### src/rtl/tt_proj_mux_ctrl.sv
// Project multiplexer controller: serial address load, drain/reset-hold guarded
// switching, per-project input fan-out with gated clocks, output mux to the pads.
module tt_proj_mux_ctrl #(
    parameter int N_PROJ = 24,
    parameter int ADDR_W = 5,
    parameter int GUARD  = 4
) (
    input  logic                 clk,
    input  logic                 rst_n,
    input  logic                 sel_data,
    input  logic                 sel_load,
    input  logic                 pad_rst_n,
    input  logic [7:0]           pad_ui_in,
    input  logic [7:0]           pad_uio_in,
    output logic [N_PROJ*18-1:0] iw_bus,
    output logic [N_PROJ-1:0]    ena,
    input  logic [N_PROJ*24-1:0] ow_bus,
    output logic [7:0]           pad_uo_out,
    output logic [7:0]           pad_uio_out,
    output logic [7:0]           pad_uio_oe,
    output logic [ADDR_W-1:0]    cur_addr,
    output logic                 active
);
    localparam int CNT_W = $clog2(ADDR_W + 1);
    localparam int GRD_W = (GUARD > 1) ? $clog2(GUARD) : 1;
    localparam logic [CNT_W-1:0] CNT_MAX  = CNT_W'(ADDR_W);
    localparam logic [GRD_W-1:0] GRD_LOAD = GRD_W'(GUARD - 1);

    typedef enum logic [1:0] {IDLE, DRAIN, RST_HOLD, RUN} state_t;

    state_t            state_q, state_d;
    logic [ADDR_W-1:0] shift_q, shift_d;
    logic [CNT_W-1:0]  cnt_q, cnt_d;
    logic              load_prev_q, load_prev_d;
    logic [GRD_W-1:0]  grd_q, grd_d;
    logic [ADDR_W-1:0] cur_addr_q, cur_addr_d;
    logic [N_PROJ-1:0] ena_q, ena_d;
    logic              active_q, active_d;
    logic [1:0]        prst_sync_q, prst_sync_d;
    logic [N_PROJ-1:0] clk_en_q, clk_en_d;
    logic [N_PROJ-1:0] run_sel;
    logic              accept;
    logic              commit;
    logic              addr_ok;

    always_comb begin
        state_d     = state_q;
        shift_d     = shift_q;
        cnt_d       = cnt_q;
        load_prev_d = load_prev_q;
        grd_d       = grd_q;
        cur_addr_d  = cur_addr_q;
        prst_sync_d = {prst_sync_q[0], pad_rst_n};
        accept      = (state_q == IDLE) || (state_q == RUN);
        commit      = 1'b0;
        addr_ok     = (int'(shift_q) < N_PROJ);

        // The loader is frozen while a switch is in flight, edge detector included.
        if (accept) begin
            load_prev_d = sel_load;
            if (sel_load) begin
                shift_d = (shift_q << 1) | ADDR_W'(sel_data);
                if (!load_prev_q) begin
                    cnt_d = CNT_W'(1);
                end else if (cnt_q < CNT_MAX) begin
                    cnt_d = cnt_q + 1'b1;
                end
            end else if (load_prev_q && (cnt_q >= CNT_MAX)) begin
                commit = 1'b1;
            end
        end

        case (state_q)
            IDLE, RUN: begin
                if (commit) begin
                    state_d = DRAIN;
                    grd_d   = GRD_LOAD;
                end
            end
            DRAIN: begin
                if (grd_q == '0) begin
                    cur_addr_d = shift_q;
                    if (addr_ok) begin
                        state_d = RST_HOLD;
                        grd_d   = GRD_LOAD;
                    end else begin
                        state_d = IDLE;
                    end
                end else begin
                    grd_d = grd_q - 1'b1;
                end
            end
            RST_HOLD: begin
                if (grd_q == '0) begin
                    state_d = RUN;
                end else begin
                    grd_d = grd_q - 1'b1;
                end
            end
            default: state_d = IDLE;
        endcase

        active_d = (state_d == RUN);
        for (int k = 0; k < N_PROJ; k++) begin
            ena_d[k] = ((state_d == RST_HOLD) || (state_d == RUN)) &&
                       (cur_addr_d == ADDR_W'(k));
        end
    end

    always_ff @(posedge clk or negedge rst_n) begin
        if (!rst_n) begin
            state_q     <= IDLE;
            shift_q     <= '0;
            cnt_q       <= '0;
            load_prev_q <= 1'b0;
            grd_q       <= '0;
            cur_addr_q  <= '0;
            ena_q       <= '0;
            active_q    <= 1'b0;
            prst_sync_q <= '0;
        end else begin
            state_q     <= state_d;
            shift_q     <= shift_d;
            cnt_q       <= cnt_d;
            load_prev_q <= load_prev_d;
            grd_q       <= grd_d;
            cur_addr_q  <= cur_addr_d;
            ena_q       <= ena_d;
            active_q    <= active_d;
            prst_sync_q <= prst_sync_d;
        end
    end

    // Gate enables change only while clk is low, so the AND gate cannot chop a pulse.
    assign clk_en_d = ena_q;

    always_ff @(negedge clk or negedge rst_n) begin
        if (!rst_n) begin
            clk_en_q <= '0;
        end else begin
            clk_en_q <= clk_en_d;
        end
    end

    assign run_sel = active_q ? ena_q : '0;

    always_comb begin
        iw_bus      = '0;
        pad_uo_out  = '0;
        pad_uio_out = '0;
        pad_uio_oe  = '0;
        for (int k = 0; k < N_PROJ; k++) begin
            iw_bus[k*18 +: 18] = {run_sel[k] ? pad_uio_in : 8'h00,
                                  run_sel[k] ? pad_ui_in  : 8'h00,
                                  run_sel[k] & prst_sync_q[1],
                                  clk & clk_en_q[k]};
            if (run_sel[k]) begin
                {pad_uio_oe, pad_uio_out, pad_uo_out} = ow_bus[k*24 +: 24];
            end
        end
    end

    assign ena      = ena_q;
    assign active   = active_q;
    assign cur_addr = cur_addr_q;
endmodule

### config.mk
export PLATFORM = sky130hd
export DESIGN_NAME = tt_proj_mux_ctrl
export DESIGN_NICKNAME = d
export VERILOG_FILES = /design/src/rtl/tt_proj_mux_ctrl.sv
export SDC_FILE = /design/constraint.sdc
export NUM_CORES = 1
export LEC_CHECK = 0
export CORE_AREA = 2 2 417 419
export CTS_CLUSTER_DIAMETER = 200
export DETAILED_ROUTE_END_ITERATION = 8
export DIE_AREA = 0 0 419 421
export GPL_ROUTABILITY_DRIVEN = 0
export PLACE_DENSITY = 0.3
export SKIP_LAST_GASP = 1
export SLEW_MARGIN = 20
export SYNTH_ARGS = -nofsm -noshare
export SYNTH_HDL_FRONTEND = slang
export SYNTH_SLANG_ARGS = --single-unit
export TNS_END_PERCENT = 20
### constraint.sdc
create_clock -name clk -period 2.8 [get_ports clk]
set_clock_uncertainty 0.1 [all_clocks]
set_input_delay 0.56 -clock clk [delete_from_list [all_inputs] [get_ports clk]]
set_output_delay 0.56 -clock clk [all_outputs]
set_load 0.02 [all_outputs]
After elaboration in Yosys (flattened, before gate mapping)
Cells that the tools add are included.
Word-level totals
  register bits: 69
  input port bits: 597
Operators by class
  add/sub/neg operators: 2
  $lt $le $gt $ge: 3
  equal/unequal tests: 32
  muxes and demuxes: 138
  bitwise logic cells: 49
  reduce and logical (&&, ||, !) cells: 34
Operator list (number)
  8-bit two-way mux: 120
  1-bit bitwise AND: 48
  5-bit by 4-bit equality test with 1-bit output, second input constant: 8
  5-bit equality test, second input constant: 8
  1-bit logical AND: 25
  24-bit two-way mux: 1
  5-bit by 3-bit equality test with 1-bit output, second input constant: 4
  2-bit two-way mux: 8
  2-bit one-hot mux with 3 select lines: 2
  5-bit by 2-bit equality test with 1-bit output, second input constant: 2
  5-bit two-way mux: 2
  2-bit equality test, second input constant: 4
  3-bit two-way mux: 2
  3-bit AND reduction: 2
  5-bit by 1-bit equality test with 1-bit output, second input constant: 1
  5-bit logical NOT: 1
  5-bit < comparator, second input constant: 1
  5-bit by 1-bit OR with 5-bit output: 1
  2-bit logical NOT: 2
  2-bit inequality test, second input constant: 2
  3-bit by 1-bit adder with 3-bit output, second input constant: 1
  3-bit greater-or-equal comparator, second input constant: 1
  3-bit < comparator, second input constant: 1
  1-bit two-way mux: 3
  7 further kinds: 8

Depth between registers and ports, before layout
Gate-level depths: netlist of run 1.
  depth after elaboration: 25
  mapped depth: 8
  gate-level depth less buffers: 8

==> results of run 1 <==
## worst max-delay path, cell delays in order, from the launching register on
cell and delay (ps):
dfrtp_4 490, buf_12 150, buf_8 120, a211oi_4 340
o22ai_4 140, a221oi_4 630, buf_6 210, o32ai_4 100
buf_12 160
## what timing repair did
item                                   CTS  global route
buffers inserted                        23            47
setup endpoints to repair              482           485
gates cloned                            17            13
pin swaps                               72            54
hold buffers                             1             0
gates resized for setup                590           400
endpoints found under the hold margin   30             0
## cells in the mapped netlist, drive strengths merged (2+ instances only)
cell type / instances
o22ai: 92
nor2b: 54
buf: 21
mux2: 5
mux2i: 5
dfrtn: 24
o311ai: 2
and2: 48
a2111oi: 2
a221oi: 70
ha: 5
or3: 3
nand2: 130
a21oi: 15
nand3b: 3
inv: 21
and3b: 23
o21ai: 127
a211oi: 25
and3: 409
nand3: 32
o221ai: 47
nand2b: 6
nor3: 6
nor2: 38
or2: 2
clkbuf: 220
a31oi: 5
dfrtp: 45
or4: 2
a22oi: 92
o32ai: 23
## how the worst max path moves through the flow
stage / end
finish: pad_uo_out[4]
global route: pad_uo_out[3]
CTS: pad_uio_out[7]
floorplan: pad_uio_oe[4]
global placement: pad_uo_out[5]
detailed placement: pad_uo_out[4]
## stage by stage
step / cells / hold WS, ps / power, µW
after global routing: 5242 / 267 / 14100
final: 5262 / 259 / 13400
after detailed placement: 5122 / 242 / 8060
after CTS: 5185 / 261 / 12600
after floorplan: 1609 / 164 / 3920
after global placement: 5120 / 232 / 8090
## final cells by class
class                           count  area [µm²]  share of cell area
Clock inverter                      7        98.8             0.00319
Inverter                           21        81.3             0.00263
Multi-Input combinational cell   1278        9740               0.315
Tap cell                         2325        2910              0.0939
Sequential cell                    69        1770              0.0570
Antenna cell                       26        65.1             0.00210
Timing Repair Buffer             1487       15500               0.500
Clock buffer                       49         817              0.0264
## metal layers
metal	wire length, µm	vias up	global-route usage
met2	78000	881	0.287
li1	-	8758	-
met1	64900	9737	0.204
met3	10100	176	0.0314
met5	93	-	0
met4	3680	14	0.0397
## sequential cells by signal, indices dropped and copies added (netlist names)
register / count
cnt_q: 3
clk_en_q: 24
grd_q: 2
state_q: 2
ena: 24
active: 1
load_prev_q: 1
cur_addr: 5
shift_q: 5
prst_sync_q: 2
## cell families after synthesis
kind of cell / after synthesis
compound gates: 504
fa+ha+maj: 5
buf+inv: 262
flops: 69
mux: 10
simple gates: 759
## power by group
group | internal (µW) | switching (µW)
combinational | 4420 | 4990
clock | 1600 | 1000
sequential | 1190 | 190
total | 7200 | 6180
==> results.yml, run 1 <==
synthesis:
  syn_inst: 1609
  synth_area_leaders: "and3_1, dfrtp_1, clkbuf_1"
  synth_top_family_by_area: "simple AND/OR/NAND/NOR gates"
  synth_mux_area_frac: 0.00990
  yosys.area_share.adder: 0.00582
  avgSynthCellArea_um2: 6.68
  synth_xor_area_frac: 0
  synth_area_um2: 10700
  synth_compound_gate_area_share: 0.325
  ys_types: 44
  yosys.area_share.simple: 0.406
  yosysSeqAreaShare: 0.161
  yosys.area.top_type_share: 0.238
  synth_edf_count: 0
  yosys.area.top_type: "and3_1"
  ys_ff_latch: 69
  synthArstFlopShare: 1.00
  synth_flop_cell: "dfrtp_1"
  yosys_warnings: 0
  synth_nets: 2211
drt:
  initialDrtViolationCount: 1259
  dr_total_vias: 19600
  wire_per_inst_um: 29.8
  antenna_left: 0
  viasPerCell: 3.72
  routed_wl_um: 157000
  drcViolationCount: 0
  drt-pass1-iter-count: 5
setup_path:
  crit_path_start_kind: "flop"
  reg2reg_from: "ena[9]"
  reg2regPathDepth: 5
  worstSetupPathType: "flop to output pin"
  arrival_ps: 2850
  crit_fanout: 5
  reg2reg_setup_slack_ps: -160
  regToRegEndpoint: "clk_en_q[9]"
  crit_path_start: "ena[1]"
  worstSetupEndpointType: "output pin"
  cp.required_ps: 2140
sta:
  final_max_slew_viol_count: 0
  fmax_mhz: 285
  worstMarginPinSlew_ps: 653
  relSlewSlack: 0.565
  postLayoutSetupSlackWorst_ps: -706
  fin_crit_ps: 3510
  final_hold_viol_count: 0
  final.setup.tns_ps: -137270
  post-route-period-util: 1.25
  rsz0062_at_grt: "true"
  finalSetupViolations: 425
die:
  fp.dieW_um: 419
  dieHeight_um: 421
  die_area_um2: 176000
  ios: 1083
  initial_utilization: 0.0623
  rows: 153
  core_region_area_um2: 172000
global_routing:
  grt_start_max_net_pins: 63
  antenna_found_initial: 47
  grt_pass1_vias: 19100
  grt_first_pass_wirelength_um: 192000
  grt_util_all_layers: 0.164
  grt_overflow: 0
run_status:
  violations: "negative setup slack"
  status: "finished with violations"
clock_network:
  clk_latency_ps: 500
  path_clk_slew_ps: 60
  cts_tree: "yes"
min_path:
  hold_depth: 0
  hold_path_end: "prst_sync_q[1]"
  min_path_type: "flop to flop"
  hp-start: "prst_sync_q[0]"
power:
  p_leak_uw: 0.0126
  ir_worst_vdd_mv: 0.383
  cellPowerDensity_nw_per_um2: 432
place:
  post_dp_cell_area_um2: 27000
  dp_slack_ps: -1220
  place_hpwl_um: 126000
  numPortBuffers: 1082
finish:
  nNetsFinal: 3504
  mostFrequentLayoutCells: "clkdlybuf4s50_1, and3_1, buf_4"
  design_area_um2: 31000
  syn_to_final_growth_pct: 188
  final_common_cell: "clkdlybuf4s50_1"
  drive_gt1_frac: 0.304
  finish.utilization: 0.180
  fillerInstances: 19500
job:
  max_cap_violations: 0
No activity file was read; power rests on OpenSTA's default activity.
==> run 2: changes to the inputs <==
- CORE_AREA: 2 2 417 419 -> 2 2 426 428
- CTS_CLUSTER_DIAMETER: 200 -> 120
- DIE_AREA: 0 0 419 421 -> 0 0 428 430
- clock period: 2.8 -> 3.1 ns (I/O delays scaled with it)
==> run 2 against run 1 <==
Net effect: the flow still finishes with violations (negative setup slack); clock power decreased by 7%; register-to-register slack improved by 380 ps; die area increased by 4.3%; critical path type unchanged; power decreased by 20%; non-clock buffer count decreased by 98; global-route usage decreased by 0.45 points; flip-flop and latch count unchanged; largest power group unchanged; setup slack improved by 86 ps; sequential power decreased by 8%; final area decreased by 2.5%; utilization decreased by 1.2 points.
==> results.yml, run 2 (synthesis results as in run 1) <==
run_status:
  status: "finished with violations"
  violations: "negative setup slack"
setup_path:
  regToRegEndpoint: "clk_en_q[1]"
  cp_common_cell: "buf_12"
  cpPeakStageDelay_ps: 510
  crit_path_start_kind: "flop"
  cp_cell_sequence: "buf_12 > nor3b_4 > buf_12 > clkbuf_16 > o221ai_2 > o22ai_2 > a221oi_4 > buf_6 > o32ai_4 > buf_6 > buf_12"
  crit_fanout: 7
  reg2regPathDepth: 3
  arrival_ps: 3000
  reg2reg_setup_slack_ps: 220
  reg2reg_from: "ena[1]"
  worstSetupPathType: "flop to output pin"
  worst-path-buf-inv: 6
  cp.required_ps: 2380
  worstSetupEndpointType: "output pin"
  slowest_stage: "dfrtp_4"
  crit_family: "buffers and inverters"
die:
  rows: 156
  die_area_um2: 184000
  dieHeight_um: 430
  fp.dieW_um: 428
  initial_utilization: 0.0598
  core_region_area_um2: 180000
  ios: 1083
power:
  ir_worst_vdd_mv: 0.327
  swShare: 0.482
  cellPowerDensity_nw_per_um2: 357
  clock_power_share: 0.225
  seqPwrFrac: 0.118
  p_leak_uw: 0.0129
  combPwrFrac: 0.657
  internal_power_uw: 5580
  p_sw_uw: 5190
drt:
  wire_per_inst_um: 30.0
  routed_wl_um: 156000
  dr_total_vias: 19000
  drt-pass1-iter-count: 5
  viasPerCell: 3.64
  antenna_left: 0
  drcViolationCount: 0
  initialDrtViolationCount: 1359
sta:
  finalSetupViolations: 345
  worstMarginPinSlew_ps: 815
  final_max_slew_viol_count: 0
  postLayoutSetupSlackWorst_ps: -620
  post-route-period-util: 1.20
  relSlewSlack: 0.456
  final_hold_viol_count: 0
  fmax_mhz: 269
  rsz0062_at_grt: "true"
  fin_crit_ps: 3720
clock_network:
  clk_latency_ps: 500
  holdBufCountCts: 0
  cts_tree: "yes"
  path_clk_slew_ps: 70
place:
  place_hpwl_um: 130000
  post-place-cells: 5116
  dp_slack_ps: -1140
  numPortBuffers: 1082
  post_dp_cell_area_um2: 27000
finish:
  final_common_cell: "clkdlybuf4s50_1"
  design_area_um2: 30200
  final_cells: 5213
  drive_gt1_frac: 0.220
  nNetsFinal: 3407
  finish.utilization: 0.168
  syn_to_final_growth_pct: 181
  mostFrequentLayoutCells: "clkdlybuf4s50_1, and3_1, buf_4"
global_routing:
  grt_util_all_layers: 0.159
  grt_overflow: 0
  grt_pass1_vias: 18600
  grt_start_max_net_pins: 127
  grt_first_pass_wirelength_um: 196000
  antenna_found_initial: 53
min_path:
  min_path_type: "input pin to async pin"
job:
  max_cap_violations: 0
[run 2: layout make-up]
type	instances	area, µm²
tap	2370	2970
fill	20300	150000
multi-input combinational	1278	9660
clock buffer	47	831
sequential	69	1760
antenna	30	75.1
inverter	21	78.8
timing repair buffer	1389	14700
clock inverter	9	111
[run 2: through the flow]
step	total power [µW]	hold WS (ps)	setup TNS [ps]
after floorplan	3540	224	0
after global placement	7310	235	-19760
after detailed placement	7270	237	-19470
after CTS	10400	32.1	-106930
after global routing	11500	44.8	-103510
final	10800	56.9	-63010
[run 2: how the worst max path moves through the flow]
stage                          start        endpoint  slack, ps  depth (start not counted)
after floorplan              ena[16]   pad_uio_oe[0]        230                          7
after global placement    ow_bus[13]  pad_uio_out[5]      -1220                          9
after detailed placement  ow_bus[13]  pad_uio_out[5]      -1140                          9
after CTS                     active   pad_uio_oe[3]       -710                         11
after global routing          active   pad_uo_out[7]       -760                         11
final                         active  pad_uio_out[2]       -620                         11
[run 2: power by group through the flow]
stage	clock network, µW	logic, µW	registers [µW]
floorplan	70.6	2220	1250
CTS	2610	6530	1290
global route	2620	7530	1300
detailed placement	49.6	5920	1300
finish	2430	7070	1270
global placement	49.6	5960	1310
[run 2: what timing repair did]
| item | in CTS | in global routing |
|---|---|---|
| gates resized for setup | 380 | 176 |
| setup endpoints to repair | 456 | 456 |
| setup buffers | 19 | 29 |
| pin swaps | 44 | 51 |
| cloned | 2 | 4 |
[run 2: routing by layer]
metal | GRT usage | wire length (µm) | vias to the layer above
li1 | - | - | 8574
met1 | 0.207 | 69100 | 9503
met2 | 0.269 | 76000 | 724
met3 | 0.0305 | 7610 | 180
met4 | 0.0378 | 3640 | 20
met5 | 0 | 104 | -
==> run 3: changes to the inputs <==
- PLACE_DENSITY: 0.3 -> 0.34
==> run 3 against run 2 <==
Net effect: the run still ends with negative setup slack left; flip-flop and latch count is the same; combinational power grew 7.1%; clock-buffer cell count up 3; global-route usage is essentially flat; non-clock buffer count up 40; setup slack improved by 110 ps; hold slack better by 190 ps; utilization rose by 0.24 points; first-iteration DRC count rose by 11%; wire length down 0.14%; highest routed layer unchanged.
==> results.yml, run 3 (synthesis results as in run 1) <==
run_status:
  status: "finished with violations"
  violations: "negative setup slack"
setup_path:
  worstSetupEndpointType: "output pin"
  cp_cell_sequence: "or2_4 > buf_4 > buf_6 > a221oi_4 > o22ai_2 > a221oi_4 > buf_6 > o32ai_4 > buf_6"
  slowest_stage: "a221oi_4"
  crit_path_start_kind: "flop"
  worst-path-buf-inv: 4
  regToRegEndpoint: "clk_en_q[5]"
  arrival_ps: 2890
  crit_fanout: 10
  cp.required_ps: 2380
  worstSetupPathType: "flop to output pin"
  crit_family: "compound AO/OA/AOI/OAI gates"
  reg2regPathDepth: 3
  reg2reg_from: "ena[5]"
  reg2reg_setup_slack_ps: 290
  cp_common_cell: "buf_6"
  cpPeakStageDelay_ps: 480
global_routing:
  antenna_found_initial: 80
  grt_pass1_vias: 18700
  grt_start_max_net_pins: 169
  grt_util_all_layers: 0.159
  grt_overflow: 0
  grt_first_pass_wirelength_um: 195000
sta:
  worstMarginPinSlew_ps: 658
  final_max_slew_viol_count: 0
  fin_crit_ps: 3610
  relSlewSlack: 0.561
  whs_ps: 246
  post-route-period-util: 1.16
  postLayoutSetupSlackWorst_ps: -508
  finalSetupViolations: 426
  fmax_mhz: 277
  final_hold_viol_count: 0
  rsz0062_at_grt: "true"
drt:
  initialDrtViolationCount: 1514
  wire_per_inst_um: 29.8
  dr_total_vias: 19500
  viasPerCell: 3.72
  drt-pass1-iter-count: 5
  routed_wl_um: 156000
  drcViolationCount: 0
  antenna_left: 0
power:
  p_leak_uw: 0.0129
  combPwrFrac: 0.685
  internal_power_uw: 5730
  cellPowerDensity_nw_per_um2: 361
  clock_power_share: 0.202
  p_sw_uw: 5310
  ir_worst_vdd_mv: 0.219
  seqPwrFrac: 0.112
  swShare: 0.481
clock_network:
  path_clk_slew_ps: 60
  cts_tree: "yes"
  clk_latency_ps: 500
finish:
  finish.utilization: 0.170
  final_common_cell: "clkdlybuf4s50_1"
  syn_to_final_growth_pct: 185
  drive_gt1_frac: 0.251
  fillerInstances: 20300
  multi_input_area_um2: 9960
  mostFrequentLayoutCells: "clkdlybuf4s50_1, and3_1, buf_4"
  seq_area_um2: 1770
  nNetsFinal: 3445
die:
  die_area_um2: 184000
  dieHeight_um: 430
  fp.dieW_um: 428
  ios: 1083
  rows: 156
  core_region_area_um2: 180000
  initial_utilization: 0.0598
min_path:
  hold_path_end: "prst_sync_q[1]"
  min_path_type: "flop to flop"
  hold_depth: 0
  hp-start: "prst_sync_q[0]"
place:
  place_hpwl_um: 129000
  numPortBuffers: 1082
  dp_slack_ps: -1180
job:
  max_cap_violations: 0
==> run 3: changes by cell type in the layout (fill, tap and decap cells not counted), sizes merged, moves of 2 or more <==
cell           before  now
diode              30   28
dlymetal6s2s       48   40
inv                24   21
buf               381  412
dlygate4sd2        19   24
clkbuf             25   35
clkdlybuf4s50     961  965
==> run 3: repair_timing <==
action,CTS,global route
setup buffers,39,28
endpoints found under the hold margin,8,0
gates cloned,5,7
gates resized for setup,493,151
endpoints found under the setup margin,478,457
pin swaps,97,64
hold buffers,1,0
==> run 3: power by group through the flow <==
stage | combinational (µW) | clock (µW) | sequential (µW)
floorplan | 2220 | 70.6 | 1250
global placement | 5850 | 49.6 | 1250
detailed placement | 5840 | 49.6 | 1250
CTS | 6900 | 2400 | 1240
global route | 8030 | 2400 | 1260
finish | 7570 | 2230 | 1240
==> run 3: final cells by class <==
class	count	area share
antenna	28	0.00229
clock buffer	50	0.0271
clock inverter	5	0.00172
inverter	21	0.00266
multi-input combinational	1278	0.325
sequential	69	0.0577
tap	2370	0.0968
timing repair buffer	1429	0.486
==> run 3: worst max path at each step <==
stage	slack, ps	start	cells after the start	end
after floorplan	230	ena[16]	7	pad_uio_oe[0]
after global placement	-1920	ow_bus[3]	9	pad_uo_out[3]
after detailed placement	-1180	ow_bus[2]	9	pad_uo_out[2]
after CTS	-590	ena[1]	9	pad_uio_out[4]
after global routing	-560	active	10	pad_uo_out[4]
final	-510	ena[6]	9	pad_uo_out[1]
==> run 3: metal layers <==
metal / vias up / part of all wire / track usage / routed length [µm]
met1: 9700 / 0.43 / 0.201 / 66500
met5: - / 0.00076 / 0 / 118
met2: 943 / 0.49 / 0.273 / 76000
li1: 8630 / - / - / -
met3: 229 / 0.062 / 0.0325 / 9620
met4: 20 / 0.026 / 0.0402 / 4020
==> run 3: metrics by stage <==
stage | setup TNS [ps] | instances | instance area [µm²] | total power (µW)
floorplan | 0 | 1609 | 10700 | 3540
global placement | -19970 | 5123 | 26900 | 7150
detailed placement | -17670 | 5124 | 26900 | 7140
CTS | -148420 | 5194 | 29500 | 10500
global route | -124390 | 5230 | 30600 | 11700
finish | -89270 | 5250 | 30600 | 11000
